--- config.mk ---
export PLATFORM = sky130hd
export DESIGN_NAME = game_flow_ctrl
export DESIGN_NICKNAME = d
export VERILOG_FILES = /design/src/rtl/game_pkg.sv /design/src/rtl/key_edge.sv /design/src/rtl/game_flow_ctrl.sv
export SDC_FILE = /design/constraint.sdc
export NUM_CORES = 1
export LEC_CHECK = 0
export ABC_AREA = 0
export CAP_MARGIN = 40
export CORE_AREA = 2 2 59 55
export CTS_BUF_LIST = sky130_fd_sc_hd__clkbuf_2
export DETAILED_ROUTE_END_ITERATION = 16
export DIE_AREA = 0 0 61 57
export PLACE_DENSITY = 0.75
export SETUP_SLACK_MARGIN = 0.15
export SLEW_MARGIN = 20
export SYNTH_ARGS = -nofsm -noshare
export SYNTH_HDL_FRONTEND = slang
export SYNTH_SLANG_ARGS = --single-unit
--- constraint.sdc ---
create_clock -name Clk -period 1.7 [get_ports Clk]
set_clock_uncertainty 0.05 [all_clocks]
set_input_delay 0.425 -clock Clk [delete_from_list [all_inputs] [get_ports Clk]]
set_output_delay 0.425 -clock Clk [all_outputs]
set_load 0.1 [all_outputs]
--- src/rtl/game_pkg.sv ---
// Shared types and constants for the game flow sequencer.
// Optional pause support is built in when GAME_PAUSE_EN is defined.
package game_pkg;

  typedef enum logic [2:0] {
    ST_START     = 3'd0,
    ST_RESPAWN   = 3'd1,
    ST_PLAY      = 3'd2,
    ST_DYING     = 3'd3,
    ST_DEAD_WAIT = 3'd4,
    ST_PAUSE     = 3'd5
  } game_state_t;

  typedef logic [1:0] save_id_t;

  localparam int NUM_SAVES = 3;
  localparam int FCNT_W    = 8;

  // Save points only move forward; id 0 and ids beyond the last save are ignored.
  function automatic save_id_t save_advance(save_id_t cur, save_id_t id);
    if ((id > cur) && (id <= save_id_t'(NUM_SAVES)))
      return id;
    return cur;
  endfunction

endpackage

--- src/rtl/key_edge.sv ---
// Registered rising-edge detector; history resets high so a key held
// through reset release does not produce an edge.
module key_edge (
  input  logic Clk,
  input  logic Reset_n,
  input  logic key,
  output logic rise
);

  logic key_q;

  always_ff @(posedge Clk or negedge Reset_n) begin
    if (!Reset_n) key_q <= 1'b1;
    else          key_q <= key;
  end

  assign rise = key & ~key_q;

endmodule

--- src/rtl/game_flow_ctrl.sv ---
// Frame-level game sequencer driving the color mapper mode inputs.
// Define GAME_PAUSE_EN to add the PAUSE state controlled by key_pause.
// Handshake: there is no valid/ready pairing here; every input is a level or
// one-cycle pulse sampled on each rising Clk edge, every output is registered.
module game_flow_ctrl
  import game_pkg::*;
#(
  parameter int DEATH_FRAMES = 60,
  parameter int DCNT_W       = 8
) (
  input  logic              Clk,
  input  logic              Reset_n,
  input  logic              frame_tick,
  input  logic              key_start,
  input  logic              key_pause,
  input  logic              kid_hit,
  input  logic              killer_trig,
  input  logic              save_touch,
  input  logic [1:0]        save_id,
  output logic              is_startpage,
  output logic              game_run,
  output logic              is_visiable,
  output logic [1:0]        save,
  output logic              respawn,
  output logic [DCNT_W-1:0] death_cnt,
  output logic [2:0]        dbg_state
);

  localparam logic [FCNT_W-1:0] FRAMES_LAST = FCNT_W'(DEATH_FRAMES);

  game_state_t       state, state_n;
  save_id_t          save_n;
  logic              vis_n;
  logic [DCNT_W-1:0] dcnt_n;
  logic [FCNT_W-1:0] frame_cnt, fcnt_n, fcnt_inc;
  logic              start_rise;

  key_edge u_start_edge (
    .Clk     (Clk),
    .Reset_n (Reset_n),
    .key     (key_start),
    .rise    (start_rise)
  );

`ifdef GAME_PAUSE_EN
  logic pause_rise;

  key_edge u_pause_edge (
    .Clk     (Clk),
    .Reset_n (Reset_n),
    .key     (key_pause),
    .rise    (pause_rise)
  );
`else
  logic unused_key_pause;
  assign unused_key_pause = key_pause;
`endif

  always_ff @(posedge Clk or negedge Reset_n) begin
    if (!Reset_n) begin
      state       <= ST_START;
      save        <= '0;
      is_visiable <= 1'b0;
      death_cnt   <= '0;
      frame_cnt   <= '0;
    end else begin
      state       <= state_n;
      save        <= save_n;
      is_visiable <= vis_n;
      death_cnt   <= dcnt_n;
      frame_cnt   <= fcnt_n;
    end
  end

  assign fcnt_inc = frame_cnt + 1'b1;

  always_comb begin
    state_n = state;
    save_n  = save;
    vis_n   = is_visiable;
    dcnt_n  = death_cnt;
    fcnt_n  = frame_cnt;
    case (state)
      ST_START: begin
        if (start_rise) begin
          state_n = ST_RESPAWN;
          save_n  = '0;
          vis_n   = 1'b0;
        end
      end
      ST_RESPAWN: begin
        vis_n   = 1'b0;
        state_n = ST_PLAY;
      end
      ST_PLAY: begin
        // Trigger zone reveals killers even on the cycle the kid dies.
        if (killer_trig) vis_n = 1'b1;
        if (kid_hit) begin
          state_n = ST_DYING;
          fcnt_n  = '0;
          if (death_cnt != '1) dcnt_n = death_cnt + 1'b1;
        end else begin
          if (save_touch) save_n = save_advance(save, save_id);
`ifdef GAME_PAUSE_EN
          if (pause_rise) state_n = ST_PAUSE;
`endif
        end
      end
      ST_DYING: begin
        if (frame_tick) begin
          fcnt_n = fcnt_inc;
          if (fcnt_inc == FRAMES_LAST) state_n = ST_DEAD_WAIT;
        end
      end
      ST_DEAD_WAIT: begin
        if (start_rise) begin
          state_n = ST_RESPAWN;
          vis_n   = 1'b0;
        end
      end
`ifdef GAME_PAUSE_EN
      ST_PAUSE: begin
        if (pause_rise) state_n = ST_PLAY;
      end
`endif
      default: state_n = ST_START;
    endcase
  end

  assign is_startpage = (state == ST_START);
  assign game_run     = (state == ST_PLAY);
  assign respawn      = (state == ST_RESPAWN);
  assign dbg_state    = state;

endmodule

-- Word level (Yosys, flattened, before mapping)
Cells that the tools add are included.
- word-level logic and storage cells: 59
- output and inout port bits: 17
- register bits: 23
- input port bits: 10
- order comparisons: 2
- reduce and logical (&&, ||, !) cells: 11
- bitwise gates (word level): 2
- mux-type cells: 21
- $add $sub $neg: 2
- equality and inequality tests: 15
- operators by type and width (kind ; count):
    $add A8 B1 Y8 const B ; 2
    $mux W8 ; 2
    $pmux W8 S2 ; 1
    $mux W3 ; 4
    $ne A2 B2 Y1 const B ; 6
    $pmux W3 S4 ; 1
    $mux W2 ; 5
    $reduce_and A3 Y1 ; 3
    $eq A8 B6 Y1 const B ; 1
    $ne A8 B8 Y1 const B ; 1
    $eq A3 B2 Y1 const B ; 2
    $mux W1 ; 6
    $ne A2 B1 Y1 const B ; 3
    $reduce_and A5 Y1 ; 1
    $pmux W2 S2 ; 1
    $reduce_and A4 Y1 ; 1
    $reduce_bool A2 Y1 ; 2
    $eq A3 B1 Y1 const B ; 1
    $eq A3 B3 Y1 const B ; 1
    $logic_not A3 Y1 ; 1
    $pmux W1 S3 ; 1
    $reduce_bool A3 Y1 ; 1
    $gt A2 B2 Y1 ; 1
    $le A2 B2 Y1 const B ; 1
    4 further kinds ; 4

-- Logic depth before layout (Yosys ltp)
Gate-level depths: netlist of run 1.
- word-level depth: 10
- depth in mapped cells: 6

-- By module
Synthesis of run 1 repeated with hierarchy kept, for this count alone.
- cell total of the unflattened synthesis: 130
- area total of the unflattened synthesis: 1286.2 um2
- by module, submodules not included (module ; instances ; seq. area each (um2) ; area an instance (um2) ; cells each):
    game_flow_ctrl ; 1 ; 550.5 ; 1246.2 ; 128
    key_edge ; 1 ; 26.3 ; 40.0 ; 2

-- Worst setup path before layout of run 1
No wires, ideal clock.
- path type: reg2out
- start point: reg state[0] (netlist: dbg_state[0])
- end point: out is_startpage
- required time: 1225 ps
- path slack: -1965 ps
- stages on the path, launching flop included: 3
- arrival: 3190 ps
- buffers on the path: 1
- cell sequence: dfrtp_1 clkbuf_1 nor3_1
- word-level cells in the longest chain between the ends: 1
- ends and longest elaborated chain (what ; RTL line ; source):
    from (decl) ; game_flow_ctrl.sv:31 ; game_state_t state, state_n;
    from (signal assigned) ; game_flow_ctrl.sv:67 ; state <= state_n;
    $logic_not A3 Y1 ; game_flow_ctrl.sv:130 ; assign is_startpage = (state == ST_START);
    to (decl) ; game_flow_ctrl.sv:20 ; output logic is_startpage,
No other way between the ends.

-- Worst setup path in the final report of run 1
- start point: reg state[2] (netlist: dbg_state[2])
- end point: out game_run
- word-level cells in the longest chain between the ends: 1
- ends and longest elaborated chain (what ; RTL line ; source):
    $eq A3 B2 Y1 ; game_flow_ctrl.sv:131 ; assign game_run = (state == ST_PLAY);
    to (decl) ; game_flow_ctrl.sv:21 ; output logic game_run,
No other way between the ends.

==> summary.md, run 1 <==
| Metric | Value |
|---|---|
| Fraction of registers with async set/reset | 100% |
| DRT Wirelength | 3990 microns |
| Worst-Skew Late Latency | 340 ps |
| Most numerous cell in the Yosys netlist | dfrtp_1 |
| RR Startpoint | dbg_state[0] |
| Fin nets | 205 |
| Largest net degree at the start of global routing | 24 |
| CP endpoint kind | output port |
| Max-Cap Viols | 0 |
| Min-Delay Path Class | in2async |
| Synth area leader | dfrtp_1 |
| Cell Pwr Density | roughly 540 mW/mm^2 |
| FF-to-FF setup slack | 20 ps |
| First-pass GRT wire length | 6000 microns |
| CORE AREA | 0.00292 sq mm |
| Top Ports | 27 |
| Gr usage total | 23.1% |
| Share of layout cells above drive strength 1 | 55.8% |
| Fmax | 0.505 GHz |
| Hpwl dp | 2460 microns |
| Predominant post-synthesis flop cell | dfrtp_1 |
| #FFs+latches synth | 23 |
| Top cells by count, synth | dfrtp_1 (22), o21ai_0 (12), nor2_1 (11) |
| Layout overhead on the synthesized area | 78.0% |
| TritonCTS clock tree | done |
| Mapped Area | 0.00128 sq mm |
| Final non-filler cell total | around 230 |
| Sequential fraction of the synthesis area | 44.9% |
| Synthesized area per cell | 9.52 sq um |
| Slew margin rel. | 78.9% |
| Clock transition at path regs | 230 ps |
| Final setup margin | -282 ps |
| Worst Tran Pin Value | 316 ps |
| Multi-input combinational cell area | 885 sq um |
| Total power | about 0.0012 W |
| Yosys top cell area share | 42.8% |
| Reg2Reg Depth | 7 |
| CP Launch Type | flop |
| Die span in y | approximately 57 microns |
| Drt pass-1 iters | 4 |
| Via density | 5.64 |
| Critical path peak fanout | 7 |
| IO Port Bufs | 25 |
| Cells after DPL | 210 |
| Synth Instances | 135 |
| DR WL/cell | 17.2 microns |
| Sequential Area | 607 sq um |
| Post-synth EDFFs | 0 |
| Yosys warning count | 0 |
| Global route overflow | 0 |
| Via count | 1308 |
| Initial antenna violation count | 0 |
| Endpoints failing setup | 5 |
| Cts bufs inserted | 3 |
| RSZ-0062 raised after global routing | yes |
| Die area | 0.00348 sq mm |
| Ant. Diodes | 0 |
| Outcome | complete, but fails checks |
| Die X | 61 microns |
| Max Slew Vio Count | 0 |
| Syn nets | 149 |
| Gpl congestion | 0.768 |
| Row count | 19 |
| Crit path arrival time | between 1500 and 2000 ps |
| Number of global-route vias before repair | about 1300 |
| Crit path time final | 1980 ps |
| Synth area leaders | dfrtp_1 (43%), o21ai_0 (4.7%), ha_1 (3.9%), nor2_1 (3.2%), nand2b_1 (2.9%) |
| CP required | 1220 ps |
| Fin crit share | 117% |
| Lkg Pwr | 0.962 nW |
| FF-to-FF End | frame_cnt[3] |
| Htree depth | 1 |
| Clk buf depth | 2 |
| Max VDD drop | about 0.63 mV |
| CTS sink count | 23 |
| Violated checks | setup timing |
| Root buffer cell | clkbuf_2 |
| Cell variety after synth | 40 |
| Final antenna-violating net count | 0 |
| Hold WS | 357 ps |
| Final Hold Violating Endpoints | 0 |
| DR iter-0 viols | between 40 and 50 |
| Initial Util | 43.9% |
| Crit Path Category | reg2out |
| Drt drc | 0 |
| Fill cells | 193 |
-- where the power goes --
part / total (W) / switching [W] / internal, W
Clock: 0.000228 / 0.000175 / 0.0000533
Sequential: 0.000655 / 0.0000653 / 0.000590
Combinational: 0.000356 / 0.000171 / 0.000185
Total: 0.00124 / 0.000411 / 0.000828
-- layout make-up --
| type | count | share of cell area [%] |
|---|---|---|
| Clock inverter | 1 | 0.219 |
| Inverter | 7 | 1.15 |
| Clock buffer | 3 | 0.656 |
| Multi-Input combinational cell | 101 | 38.7 |
| Sequential cell | 23 | 26.5 |
| Timing Repair Buffer | 55 | 30.5 |
| Tap cell | 42 | 2.30 |
-- critical path, cell delays in order (launching register included) --
cell      delay (ps)
dfrtp_4          530
buf_8            140
nand2b_4         150
nor2_4           140
buf_12           190
-- metal layers --
metal	wire length, microns	up-vias	global-route usage (%)
met4	104	0	5.28
met5	0	-	0
li1	-	607	-
met3	153	12	4.76
met2	2310	44	45.2
met1	1430	645	24.6
-- timing repair --
| item | in CTS | in global routing |
|---|---|---|
| buffers inserted | 14 | 4 |
| resized for setup | 41 | 17 |
| pin swaps | 9 | 7 |
| gates cloned | 0 | 0 |
| setup endpoints to repair | 19 | 26 |
| hold endpoints to repair | 0 | 0 |
| hold buffers | 0 | 0 |
-- through the flow --
| stage | util, % | setup TNS, ps | cell area, sq um | setup WS, ps |
|---|---|---|---|---|
| 3_3_place_gp | 65.6 | -3170 | 1920 | -375 |
| 5_1_grt | 78.2 | -1290 | 2290 | -327 |
| 6_report | 78.2 | -991 | 2290 | -282 |
| 3_5_place_dp | 65.6 | -3880 | 1920 | -475 |
| 2_1_floorplan | - | -1970 | 1390 | -426 |
| 4_1_cts | 74.9 | -936 | 2190 | -265 |
-- state kept, by name (all words and copies together) (netlist names) --
name,count
u_start_edge.key_q,1
dbg_state,3
frame_cnt,8
is_visiable,1
death_cnt,8
save,2
-- kinds of logic (layout without fill, tap and decap cells) --
family	after synthesis	after routing	share of synthesized area, %
AOI/OAI and AO/OA	37	37	18.5
and+or+nand+nor	53	53	23.6
buffers and inverters	11	66	3.31
adders and majority gates	4	4	3.89
xor gates and xnor gates	2	2	1.36
muxes	5	5	4.48
DFF	23	23	44.9
-- cells in the final DEF, fill, tap and decap left out, types with 3 or more instances in the layout --
master	netlist	final
clkbuf_2	0	3
nand3_1	7	4
nor2_4	0	3
dfrtp_1	22	8
clkdlybuf4s50_1	0	5
o21ai_2	0	4
buf_12	0	19
o21ai_0	12	3
nor2_1	11	7
buf_4	0	21
o21ai_1	0	5
nand2_1	9	5
and3_1	3	3
inv_1	7	6
a31oi_1	3	3
a21oi_1	6	5
o31ai_1	3	3
o211ai_1	3	3
buf_6	0	6
dlygate4sd2_1	0	3
dfrtp_4	0	5
dfrtp_2	0	9
nand2_2	0	3
nand2b_4	0	4
-- worst max-delay path by stage --
stage                             from            to  slack, ps  cells past startpoint
after floorplan           dbg_state[0]  is_startpage       -430                      2
after global placement         kid_hit  death_cnt[7]       -380                      4
after detailed placement    save_id[0]       save[0]       -480                      7
after CTS                 dbg_state[2]      game_run       -260                      4
after global routing      dbg_state[2]      game_run       -330                      4
final                     dbg_state[2]      game_run       -280                      4
No activity file was read; power rests on OpenSTA's default activity.
==> run 2: changes to the inputs <==
Settings changed: ABC_CLOCK_PERIOD_IN_PS from default to 1700, CORE_AREA 2 2 59 55 to 2 2 43 75, DIE_AREA 0 0 61 57 to 0 0 45 77, PLACE_DENSITY 0.75 to 0.74.
==> summary.md, run 2 (synthesis results as in run 1) <==
| Metric | Value |
|---|---|
| Hold WS | 352 ps (-4.17 ps) |
| Initial Util | 44.9% (+0.94 points) |
| Post-place setup slack | -407 ps (+68.1 ps) |
| Worst Tran Pin Value | 318 ps (+1.29 ps) |
| Crit path arrival time | 1490 ps (-20 ps) |
| TritonCTS clock tree | done |
| Global route overflow | 0 (unchanged) |
| Final setup margin | -270 ps (+12.0 ps) |
| Ant. Diodes | 0 (unchanged) |
| Fmax | 0.508 GHz (+0.61%) |
| Via count | 1339 (+2.4%) |
| Drt drc | 0 (unchanged) |
| Via density | 6.03 (+7.0%) |
| Most common cell after layout, fill and taps aside | buf_4 |
| Row count | 26 (+7) |
| Violated checks | setup timing |
| Hpwl dp | 2260 microns (-8.5%) |
| Root buffer cell | clkbuf_2 |
| Endpoints failing setup | 13 (+8) |
| Reg2Reg Depth | 10 (+3) |
| Htree depth | 1 (unchanged) |
| Slew margin rel. | 78.8% (-0.086 points) |
| Worst-Skew Late Latency | 340 ps (about the same) |
| Most frequent cells in the layout | buf_4 (21), buf_12 (19), o21ai_1 (9), dfrtp_2 (9), buf_6 (9) |
| Max-Cap Viols | 0 (unchanged) |
| Max VDD drop | 0.601 mV (-5.0%) |
| Max Slew Vio Count | 0 (unchanged) |
| Die area | 0.00347 sq mm (-0.35%) |
| Final Hold Violating Endpoints | 0 (unchanged) |
| Top Ports | 27 (unchanged) |
| Drt pass-1 iters | 6 (+2) |
| Die X | 45 microns (-26%) |
| Final antenna-violating net count | 0 (unchanged) |
| Max incr delay on CP | 540 ps (about the same) |
| Critical path peak fanout | 6 (-1) |
| First-pass GRT wire length | 6350 microns (+5.7%) |
| Share of layout cells above drive strength 1 | 56.7% (+0.91 points) |
| CP endpoint kind | output port |
| Fin nets | 209 (+2.0%) |
| DR WL/cell | 19.7 microns (+14%) |
| RSZ-0062 raised after global routing | yes |
| Min-Delay Path Class | in2async |
| Clk buf depth | 2 (unchanged) |
| Gpl congestion | 0.858 (+12%) |
| Cts bufs inserted | 3 (unchanged) |
| CORE AREA | 0.00286 sq mm (-2.1%) |
| Sequential group share of total power | 54.8% (+1.9 points) |
| CTS sink count | 23 (unchanged) |
| Switching power | 0.000393 W (-4.3%) |
| CP Launch Type | flop |
| Cell Pwr Density | 512 mW/mm^2 (-5.4%) |
| Gr usage total | 24.0% (+0.85 points) |
| Die span in y | 77 microns (+35%) |
| Int Power | 0.000797 W (-3.7%) |
| Outcome | complete, but fails checks |
| Fin crit share | 116% (-0.71 points) |
| Slowest CP cell | dfrtp_4 |
| Post-Route Utilization | 81.2% (+3.0 points) |
| Crit Path Category | reg2out |
| Initial antenna violation count | 0 (unchanged) |
| Crit-path cells | buf_8 > nand2b_4 > nor2_4 > buf_12 |
| DRT Wirelength | 4370 microns (+9.5%) |
| Comb pwr share | 25.4% (-3.3 points) |
| DP Area | 0.00191 sq mm (-0.52%) |
| Switch share | 33.0% (-0.14 points) |
| Lkg Pwr | 0.996 nW (+3.5%) |
| Clock transition at path regs | 230 ps (about the same) |
| Cells after DPL | 197 (-6.2%) |
| Final instance area | 0.00232 sq mm (+1.6%) |
| CP required | 1220 ps (about the same) |
| IO Port Bufs | 25 (unchanged) |
| Layout overhead on the synthesized area | 80.9% |
| Number of global-route vias before repair | 1352 (+4.1%) |
| Final non-filler cell total | 222 (-4.3%) |
| Clock power share | 19.8% (+1.4 points) |
| Crit path time final | 1970 ps (-12.0 ps) |
| Largest net degree at the start of global routing | 24 (unchanged) |
| DR iter-0 viols | 59 (+26%) |
## run 2: cell types whose count changed in the layout (fill, tap and decap cells not counted), moves of 2 or more
cell / change
a21oi_1: -3
a21oi_2: +2
buf_6: +3
ha_2: -2
nand2_1: +2
nand2_2: -2
o21ai_0: -2
o21ai_1: +4
o21ai_2: -2
## run 2: power groups by stage
stage | Combinational [W] | Sequential [W] | Clock (W)
finish | 0.000303 | 0.000652 | 0.000236
global route | 0.000329 | 0.000657 | 0.000261
CTS | 0.000254 | 0.000635 | 0.000232
detailed placement | 0.000226 | 0.000643 | 0
global placement | 0.000218 | 0.000640 | 0
floorplan | 0.000116 | 0.000647 | 0
## run 2: critical path, delay by kind of cell (launching register included)
family / cells / cell delay, ps
simple gates: 2 / 280
flops: 1 / 540
buf+inv: 2 / 330
## run 2: timing repair
action | CTS | global route
setup buffers | 16 | 5
hold buffers | 0 | 0
resized for setup | 34 | 31
setup endpoints to repair | 19 | 30
pin swaps | 11 | 8
## run 2: path summary, 6_finish.rpt
check | from | end | slack, ps
worst min register to register | frame_cnt[7] | frame_cnt[7] | 500
min in group Clk | save_id[0] | save[0] | 420
max in group asynchronous | Reset_n | u_start_edge.key_q | 960
worst min-delay path | Reset_n | save[1] | 350
worst max-delay path | dbg_state[2] | game_run | -270
worst max register to register | dbg_state[2] | death_cnt[1] | -230
## run 2: area by class of cell
cell class,count,area (sq um)
Fill cell,151,538
Inverter,7,26.3
Multi-Input combinational cell,101,891
Sequential cell,23,607
Tap cell,28,35.0
Timing Repair Buffer,59,746
Clock buffer,4,20.0
## run 2: through the flow
| step | TNS [ps] | power, W |
|---|---|---|
| after floorplan | -1970 | 0.000764 |
| after CTS | -1740 | 0.00112 |
| final | -2020 | 0.00119 |
| after detailed placement | -3430 | 0.000870 |
| after global routing | -3020 | 0.00125 |
| after global placement | -3110 | 0.000859 |
## run 2: per-layer routing
layer	up-vias	track usage, %	part of all wire [%]	wire (microns)
li1	610	-	-	-
met1	666	27.9	36	1580
met2	47	42.4	58	2520
met3	16	1.65	2.8	121
met4	0	10.3	3.3	145
met5	-	0	0	0
